[src/rtl/fifo_pkg.sv]
// Shared types and helpers for the FIFO write-port arbiter.
package fifo_pkg;

  typedef enum logic {ARB, XFER} wrArbState_t;

  localparam int MAX_REQ = 32;

  // Reference round-robin index: first set bit strictly after lastId, with wrap.
  function automatic int rr_next(input logic [MAX_REQ-1:0] valid, input int lastId, input int nReq);
    int k;
    for (int s = 1; s <= nReq; s++) begin
      k = (lastId + s) % nReq;
      if (valid[k]) return k;
    end
    return lastId;
  endfunction

endpackage

[src/rtl/fifo_wr_arb_rr_pick.sv]
// Combinational round-robin picker: first valid index strictly after lastId.
module rr_pick #(
  parameter int N_REQ = 4,
  parameter int ID_W  = $clog2(N_REQ)
) (
  input  logic [N_REQ-1:0] valid,
  input  logic [ID_W-1:0]  lastId,
  output logic             anyValid,
  output logic [ID_W-1:0]  pickId
);

  logic [N_REQ-1:0] rot;
  int               offset;
  int               sum;

  always_comb begin
    // Rotating the doubled vector puts index lastId+1 at bit 0, so wrap comes for free.
    rot    = N_REQ'({valid, valid} >> (int'(lastId) + 1));
    offset = 0;
    for (int i = N_REQ - 1; i >= 0; i--) begin
      if (rot[i]) offset = i;
    end
    sum = int'(lastId) + 1 + offset;
    if (sum >= N_REQ) sum = sum - N_REQ;
    pickId   = ID_W'(sum);
    anyValid = |valid;
  end

endmodule

[src/rtl/fifo_wr_arb.sv]
// Burst-based round-robin arbiter sharing one FIFO write port between N_REQ producers.
module fifo_wr_arb
  import fifo_pkg::*;
#(
  parameter int N_REQ     = 4,
  parameter int DATA_W    = 8,
  parameter int MAX_BURST = 8,
  parameter int ID_W      = $clog2(N_REQ),
  parameter int CNT_W     = $clog2(MAX_BURST + 1)
) (
  input  logic                    i_clk,
  input  logic                    i_arst,
  input  logic [N_REQ-1:0]        i_valid,
  input  logic [N_REQ-1:0]        i_last,
  input  logic [N_REQ*DATA_W-1:0] i_data,
  output logic [N_REQ-1:0]        o_ready,
  input  logic                    i_wFull,
  output logic                    o_wInc,
  output logic [DATA_W-1:0]       o_wData,
  output logic [ID_W-1:0]         o_grantId,
  output logic                    o_busy
);

  wrArbState_t      state, stateNxt;
  logic [ID_W-1:0]  grantId, lastId, pickId;
  logic [CNT_W-1:0] burstCnt;
  logic             anyValid, xfer, relGrant;

  rr_pick #(.N_REQ(N_REQ), .ID_W(ID_W)) uPick (
    .valid    (i_valid),
    .lastId   (lastId),
    .anyValid (anyValid),
    .pickId   (pickId)
  );

  assign xfer     = (state == XFER) & i_valid[grantId] & ~i_wFull;
  // A word carrying last on the burst-limit beat still yields exactly one release.
  assign relGrant = xfer & (i_last[grantId] | (burstCnt == CNT_W'(MAX_BURST - 1)));

  always_comb begin
    stateNxt  = state;
    o_ready   = '0;
    o_wInc    = xfer;
    o_wData   = i_data[grantId*DATA_W +: DATA_W];
    o_grantId = grantId;
    o_busy    = 1'b0;
    case (state)
      ARB: begin
        if (anyValid) stateNxt = XFER;
      end
      XFER: begin
        o_busy = 1'b1;
        if (!i_wFull) o_ready = N_REQ'(1) << grantId;
        if (relGrant) stateNxt = ARB;
      end
      default: stateNxt = ARB;
    endcase
  end

  always_ff @(posedge i_clk or negedge i_arst) begin
    if (!i_arst) begin
      state    <= ARB;
      grantId  <= '0;
      lastId   <= ID_W'(N_REQ - 1);
      burstCnt <= '0;
    end else begin
      state <= stateNxt;
      if (state == ARB && anyValid) begin
        grantId  <= pickId;
        burstCnt <= '0;
      end
      if (relGrant) lastId <= grantId;
      else if (xfer) burstCnt <= burstCnt + 1'b1;
    end
  end

endmodule

[config.mk]
export PLATFORM = sky130hd
export DESIGN_NAME = fifo_wr_arb
export DESIGN_NICKNAME = d
export VERILOG_FILES = /design/src/rtl/fifo_pkg.sv /design/src/rtl/fifo_wr_arb_rr_pick.sv /design/src/rtl/fifo_wr_arb.sv
export SDC_FILE = /design/constraint.sdc
export NUM_CORES = 1
export LEC_CHECK = 0
export CAP_MARGIN = 20
export CORE_UTILIZATION = 33
export CTS_CLUSTER_SIZE = 16
export DETAILED_ROUTE_END_ITERATION = 7
export HOLD_SLACK_MARGIN = 0.06
export PLACE_DENSITY = 0.77
export REMOVE_ABC_BUFFERS = 1
export SYNTH_ARGS = -nofsm -noshare
export SYNTH_HDL_FRONTEND = slang
export SYNTH_SLANG_ARGS = --single-unit
[constraint.sdc]
create_clock -name i_clk -period 1.92 [get_ports i_clk]
set_clock_uncertainty 0.1 [all_clocks]
set_input_delay 0.288 -clock i_clk [delete_from_list [all_inputs] [get_ports i_clk]]
set_output_delay 0.288 -clock i_clk [all_outputs]
set_load 0.005 [all_outputs]
==> results of run 1 <==
## repair_timing
action,in CTS,in global routing
gates resized for setup,48,14
pin swaps,6,2
setup buffers,7,3
endpoints found under the setup margin,16,15
## sequential cells by signal, summed over array words and instances, names as in the netlist
name,flops
state,1
o_grantId,2
burstCnt,4
lastId,2
## layout make-up
type,instances,area share [%]
Multi-Input combinational cell,65,38.6
Timing Repair Buffer,85,43.8
Tap cell,30,2.16
Inverter,4,0.862
Sequential cell,9,13.1
Clock buffer,4,1.51
## layer usage
metal	wire (µm)	part of all wire, %	global-route usage, %	vias up
met1	1080	35	19.1	506
met2	1550	50	38.8	54
met4	5	0.16	4.17	0
met3	459	15	7.38	2
met5	0	0	0	-
li1	-	-	-	497
## Yosys cell counts (2+ instances only)
master | count | area, µm²
dfrtp_1 | 7 | 175
o221ai_1 | 2 | 17.5
or3b_2 | 2 | 17.5
nor2_1 | 7 | 26.3
nand2_1 | 5 | 18.8
inv_1 | 4 | 15.0
a21oi_1 | 2 | 10.0
mux2i_1 | 6 | 60.1
ha_1 | 2 | 25.0
nand3b_1 | 2 | 15.0
dfstp_2 | 2 | 52.6
mux2_1 | 2 | 22.5
clkbuf_8 | 2 | 27.5
nand3_1 | 2 | 10.0
o211ai_1 | 2 | 15.0
mux4_2 | 9 | 203
## worst min path at each step
stage                start            to  slack [ns]  depth (start not counted)
2_1_floorplan       i_arst   burstCnt[0]       -0.11                          0
3_5_place_dp   burstCnt[3]   burstCnt[3]        0.37                          1
6_report            i_arst  o_grantId[1]        0.22                          1
5_1_grt             i_arst  o_grantId[1]        0.25                          1
3_3_place_gp   burstCnt[3]   burstCnt[3]        0.36                          1
4_1_cts             i_arst  o_grantId[1]        0.23                          1
## worst reg2reg max path: cells and delay by family, from the launching register on
kind	cells	cell delay [ns]
buffers and inverters	1	0.13
AO/OA/AOI/OAI	1	0.20
AND/OR/NAND/NOR	1	0.18
multiplexers	2	0.84
flip-flops	1	0.41
## cell families after synthesis
family / count (synthesis)
mux: 17
fa+ha+maj: 2
compound gates: 18
buf+inv: 9
xor+xnor: 1
simple gates: 27
flops: 9
## report_power, final
group	internal [mW]	switching, mW
clock	0.0798	0.0617
combinational	0.904	0.557
sequential	0.277	0.0943
==> impl_metrics.json, run 1 <==
{
  "outcome": "complete, but fails checks",
  "violations": "negative setup slack",
  "gp_congestion": 0.747,
  "area_growth_pct": 86.8,
  "detail_route.iter0.violations": 14,
  "ant_nets": 0,
  "maxCapViolations": 0,
  "hold_viol_final": 0,
  "cts-htree-levels": 1,
  "fillers": 198,
  "rsz0062_at_grt": "yes",
  "yosys_register_bits": 9,
  "synth_simple_gate_area_share_pct": 17.2,
  "slowest_stage": "dfrtp_2",
  "synth_top_family_by_area": "multiplexers",
  "path_max_fanout": 4,
  "fin_util_pct": 67.8,
  "whs_ns": 0.219,
  "drt_pass1_iterations": 4,
  "grt_pass1_vias": 1044,
  "drc": 0,
  "cts.path.max_buffers": 2,
  "ir_drop_mv": 0.843,
  "num_vias": 1059,
  "total_power_mw": 1.97,
  "placed_cells": 183,
  "yosys.area_share.adder_pct": 2.68,
  "dp_hpwl_um": 2390,
  "synthMuxAreaShare_pct": 30.6,
  "critical-path-top-delay-family": "buffers and inverters",
  "crit_chain": "buf_6, buf_6, buf_6, mux4_2, buf_2",
  "max_freq_mhz": 508,
  "root_buffer": "clkbuf_4",
  "wirelength_um": 3100,
  "clkSinkCount": 9,
  "nNetsFinal": 213,
  "yosys_most_used_dff": "dfrtp_1",
  "hold_path_class": "input pin to asynchronous set/reset pin",
  "grt_start_max_net_pins": 12,
  "cp.required_ns": 1.53,
  "multi_input_area_um2": 672,
  "track_usage_pct": 19.7,
  "antenna_found_initial": 0,
  "cts_tree": "built",
  "worstPathArrival_ns": 1.58,
  "max_slew_margin_pct": 73.5,
  "synth_seq_area_share_pct": 24.4,
  "final_area_mm2": 0.00174,
  "core_area_mm2": 0.00257,
  "slew_violations": 0,
  "place_area_mm2": 0.00163,
  "dp_slack_ns": -0.469,
  "layout_setup_ws_ns": -0.0492,
  "period_minus_slack_ns": 1.97,
  "cpMostUsedCell": "buf_6",
  "crit_start": "o_grantId[0]",
  "r2r-start": "o_grantId[0]",
  "layout_common_cells": "clkdlybuf4s50_1, buf_4, mux4_2, buf_6, dfrtp_1",
  "instances_no_fill": 197,
  "via_per_inst": 5.38,
  "layout.area.seq_um2": 229,
  "layout-drive-gt1-share_pct": 43.1,
  "grt_first_pass_wirelength_um": 4300,
  "cp_num_buf_inv": 4,
  "async_reset_ff_share_pct": 100,
  "clock_latency_ns": 0.26,
  "worst_pin_slew_ns": 0.396,
  "fp.dieH_um": 55.1,
  "max_stage_delay_ns": 0.44,
  "overflow": 0,
  "finalCritPeriodShare_pct": 103,
  "syn-cell-area_um2": 932,
  "path_class": "register to output pin",
  "initial_core_util_pct": 36.3,
  "cts_hold_buf": 0,
  "crit_path_end_kind": "output pin",
  "clkTransAtPathRegs_ns": 0.06,
  "synth_edf_count": 0,
  "ff2ff_path_depth": 5,
  "endpoint": "o_wData[3]",
  "power_density_mw_per_mm2": 1130,
  "wl_per_cell_um": 15.7,
  "p_leak_nw": 0.754,
  "fin_setup_tns_ns": -0.122,
  "rows": 18,
  "setup_violations": 6,
  "syn_area_per_cell_um2": 11.2,
  "synth_xor_area_share_pct": 0.940,
  "port_buffers": 58,
  "numCtsBuffers": 3,
  "ys_warn_count": 0,
  "crit-reg2reg-capture": "lastId[0]",
  "dieArea_mm2": 0.00304,
  "synth_cell_types": 41,
  "critPathLaunchType": "register",
  "crit_cells": 5,
  "layout_commonest_cell": "clkdlybuf4s50_1",
  "ff2ff_setup_slack_ns": -0.01,
  "io_pins": 59,
  "antenna_cells": 0,
  "synthCells": 83,
  "synth-compound-area-share_pct": 17.4,
  "chipWidth_um": 55.1
}
Power figures use the tool's default switching activity.
==> run 2, diff against run 1 <==
- ABC_CLOCK_PERIOD_IN_PS: default -> 1920
==> results of run 2 <==
The final DEF is identical to that of run 1; final timing and power are the same.
==> run 3, diff against run 2 <==
- CORE_UTILIZATION: 33 -> 32
- PLACE_DENSITY: 0.77 -> 0.75
- SETUP_SLACK_MARGIN: default -> 0.3
- SYNTH_HIERARCHICAL: default -> 1
==> run 3 against run 2 <==
Against the previous run: power increased by 30%; wire length up 29%; flip-flop and latch count is the same; sequential share of layout area is 1.2 points lower; synthesized cell count is 7.2% lower; worst setup slack got worse by 0.21 ns; die area up 0.34%; clock-buffer cell count is the same; global-route usage rose by 4.9 points; highest routed layer unchanged; via count rose by 7.0%; largest power group unchanged; sequential power grew 1%; hold slack lost 0.013 ns; the run still ends with negative setup slack left.
==> impl_metrics.json, run 3 <==
{
  "layout_setup_ws_ns": -0.255,
  "largest_register": "burstCnt",
  "syn_area_per_cell_um2": 11.8,
  "area_growth_pct": 111,
  "wirelength_um": 4010,
  "yosys_register_bits": 9,
  "layout-drive-gt1-share_pct": 54.0,
  "synth_top_area_cell": "dfrtp_1",
  "synth_cell_types": 37,
  "slew_violations": 0,
  "fin_setup_tns_ns": -1.03,
  "synthTopCellsByCount": "dfrtp_1, mux4_2",
  "p_leak_nw": 0.866,
  "nNetsFinal": 220,
  "max_slew_margin_pct": 73.4,
  "clkSinkCount": 9,
  "antenna_found_initial": 0,
  "grt_pass1_vias": 1199,
  "maxCapViolations": 0,
  "total_power_mw": 2.56,
  "root_buffer": "clkbuf_4",
  "clock_latency_ns": 0.27,
  "worst_pin_slew_ns": 0.398,
  "netlist.area_leader.share_pct": 19.3,
  "cts-htree-levels": 1,
  "port_buffers": 58,
  "io_pins": 59,
  "num_vias": 1133,
  "rsz0062_at_grt": "yes",
  "ant_nets": 0,
  "gp_congestion": 0.804,
  "layout_common_cells": "clkdlybuf4s50_1, buf_6, buf_4",
  "power_density_mw_per_mm2": 1340,
  "async_reset_ff_share_pct": 100,
  "fp.dieH_um": 55.2,
  "crit_path_end_kind": "register",
  "rows": 18,
  "synthTopCellsByArea": "dfrtp_1, mux4_2, mux4_1, dfstp_2, mux2_2",
  "track_usage_pct": 24.6,
  "drc": 0,
  "synthCells": 77,
  "setup_violations": 15,
  "antenna_cells": 0,
  "dieArea_mm2": 0.00305,
  "cts_tree": "built",
  "layout_commonest_cell": "clkdlybuf4s50_1",
  "max_freq_mhz": 460,
  "chipWidth_um": 55.2,
  "grt_first_pass_wirelength_um": 5800,
  "ys_warn_count": 6,
  "synth_edf_count": 0,
  "violations": "negative setup slack",
  "drt_pass1_iterations": 4,
  "via_per_inst": 5.55,
  "path_class": "register to register",
  "period_minus_slack_ns": 2.17,
  "overflow": 0,
  "largest_reg_flops": 4,
  "core_area_mm2": 0.00257,
  "detail_route.iter0.violations": 42,
  "ir_drop_mv": 0.931,
  "whs_ns": 0.205,
  "dp_hpwl_um": 2470,
  "outcome": "complete, but fails checks",
  "worstPathArrival_ns": 2.23,
  "path_max_fanout": 4,
  "yosysMostFrequentCell": "dfrtp_1",
  "grt_start_max_net_pins": 10,
  "cp.required_ns": 1.97,
  "wl_per_cell_um": 19.6,
  "finalCritPeriodShare_pct": 113,
  "numCtsBuffers": 3,
  "hold_viol_final": 0,
  "yosys_most_used_dff": "dfrtp_1",
  "initial_core_util_pct": 35.3,
  "clkTransAtPathRegs_ns": 0.06,
  "syn-cell-area_um2": 907,
  "critPathLaunchType": "register",
  "cts.path.max_buffers": 2,
  "synth_seq_area_share_pct": 25.1,
  "hold_path_class": "input pin to asynchronous set/reset pin"
}
run 3: per-layer routing:
layer	global-route usage, %	routed length (µm)	vias up
met3	8.20	333	11
met1	26.5	1460	556
met2	43.5	2100	67
li1	-	-	499
met5	0	0	-
met4	10.7	123	0
run 3: cell type report:
type / instances / area [µm²]
well taps: 30 / 37.5
repair buffers: 97 / 883
inverters: 3 / 11.3
clock buffers: 4 / 26.3
multi-input cells: 61 / 723
flip-flops and latches: 9 / 229
fillers: 188 / 657
run 3: logic make-up after synthesis:
logic type	Yosys count	share of synthesized area, %
adder cells (fa/ha/maj)	2	2.76
AO/OA/AOI/OAI	12	10.3
XOR/XNOR	3	2.90
flip-flops	9	25.1
AND/OR/NAND/NOR	28	21.4
multiplexers	16	33.8
buffers and inverters	7	3.72
run 3: critical path, stage by stage, from the launching register on:
cell and delay [ns]:
dfstp_2 0.57, nand2_2 0.08, a2bb2oi_2 0.17, o21ai_2 0.07
o21a_1 0.17, ha_2 0.18, xnor2_2 0.15, xnor2_2 0.16
xnor2_1 0.14, mux2_4 0.27
run 3: path summary, 6_finish.rpt:
kind / start / slack (ns) / cells past startpoint / endpoint
min: i_arst / 0.21 / 1 / burstCnt[1]
max: lastId[1] / -0.25 / 9 / o_grantId[1]
min reg2reg: burstCnt[3] / 0.42 / 1 / burstCnt[3]
max reg2reg: lastId[1] / -0.25 / 9 / o_grantId[1]
min in group i_clk: burstCnt[3] / 0.42 / 1 / burstCnt[3]
max in group asynchronous: i_arst / 1.19 / 1 / lastId[1]
run 3: stage by stage:
stage               worst slack [ns]  utilization (%)  instances  area [µm²]
finish                        -0.255             74.4        204        1910
floorplan                     -0.173                -         73         885
global route                  -0.306             74.4        204        1910
detailed placement            -0.537             63.8        179        1640
global placement              -0.463             63.8        179        1640
CTS                           -0.176             71.5        201        1840
run 3: what timing repair did:
action | CTS | global route
resized for setup | 94 | 20
setup endpoints to repair | 24 | 23
pin swaps | 7 | 6
setup buffers | 17 | 3
cloned | 1 | 0
hold buffers | 0 | 0
run 3: power breakdown:
part / leakage, nW / total, mW / switching, mW / internal [mW]
combinational: 0.744 / 2.03 / 0.761 / 1.27
clock: 0.0150 / 0.152 / 0.0718 / 0.0804
sequential: 0.106 / 0.376 / 0.0895 / 0.287
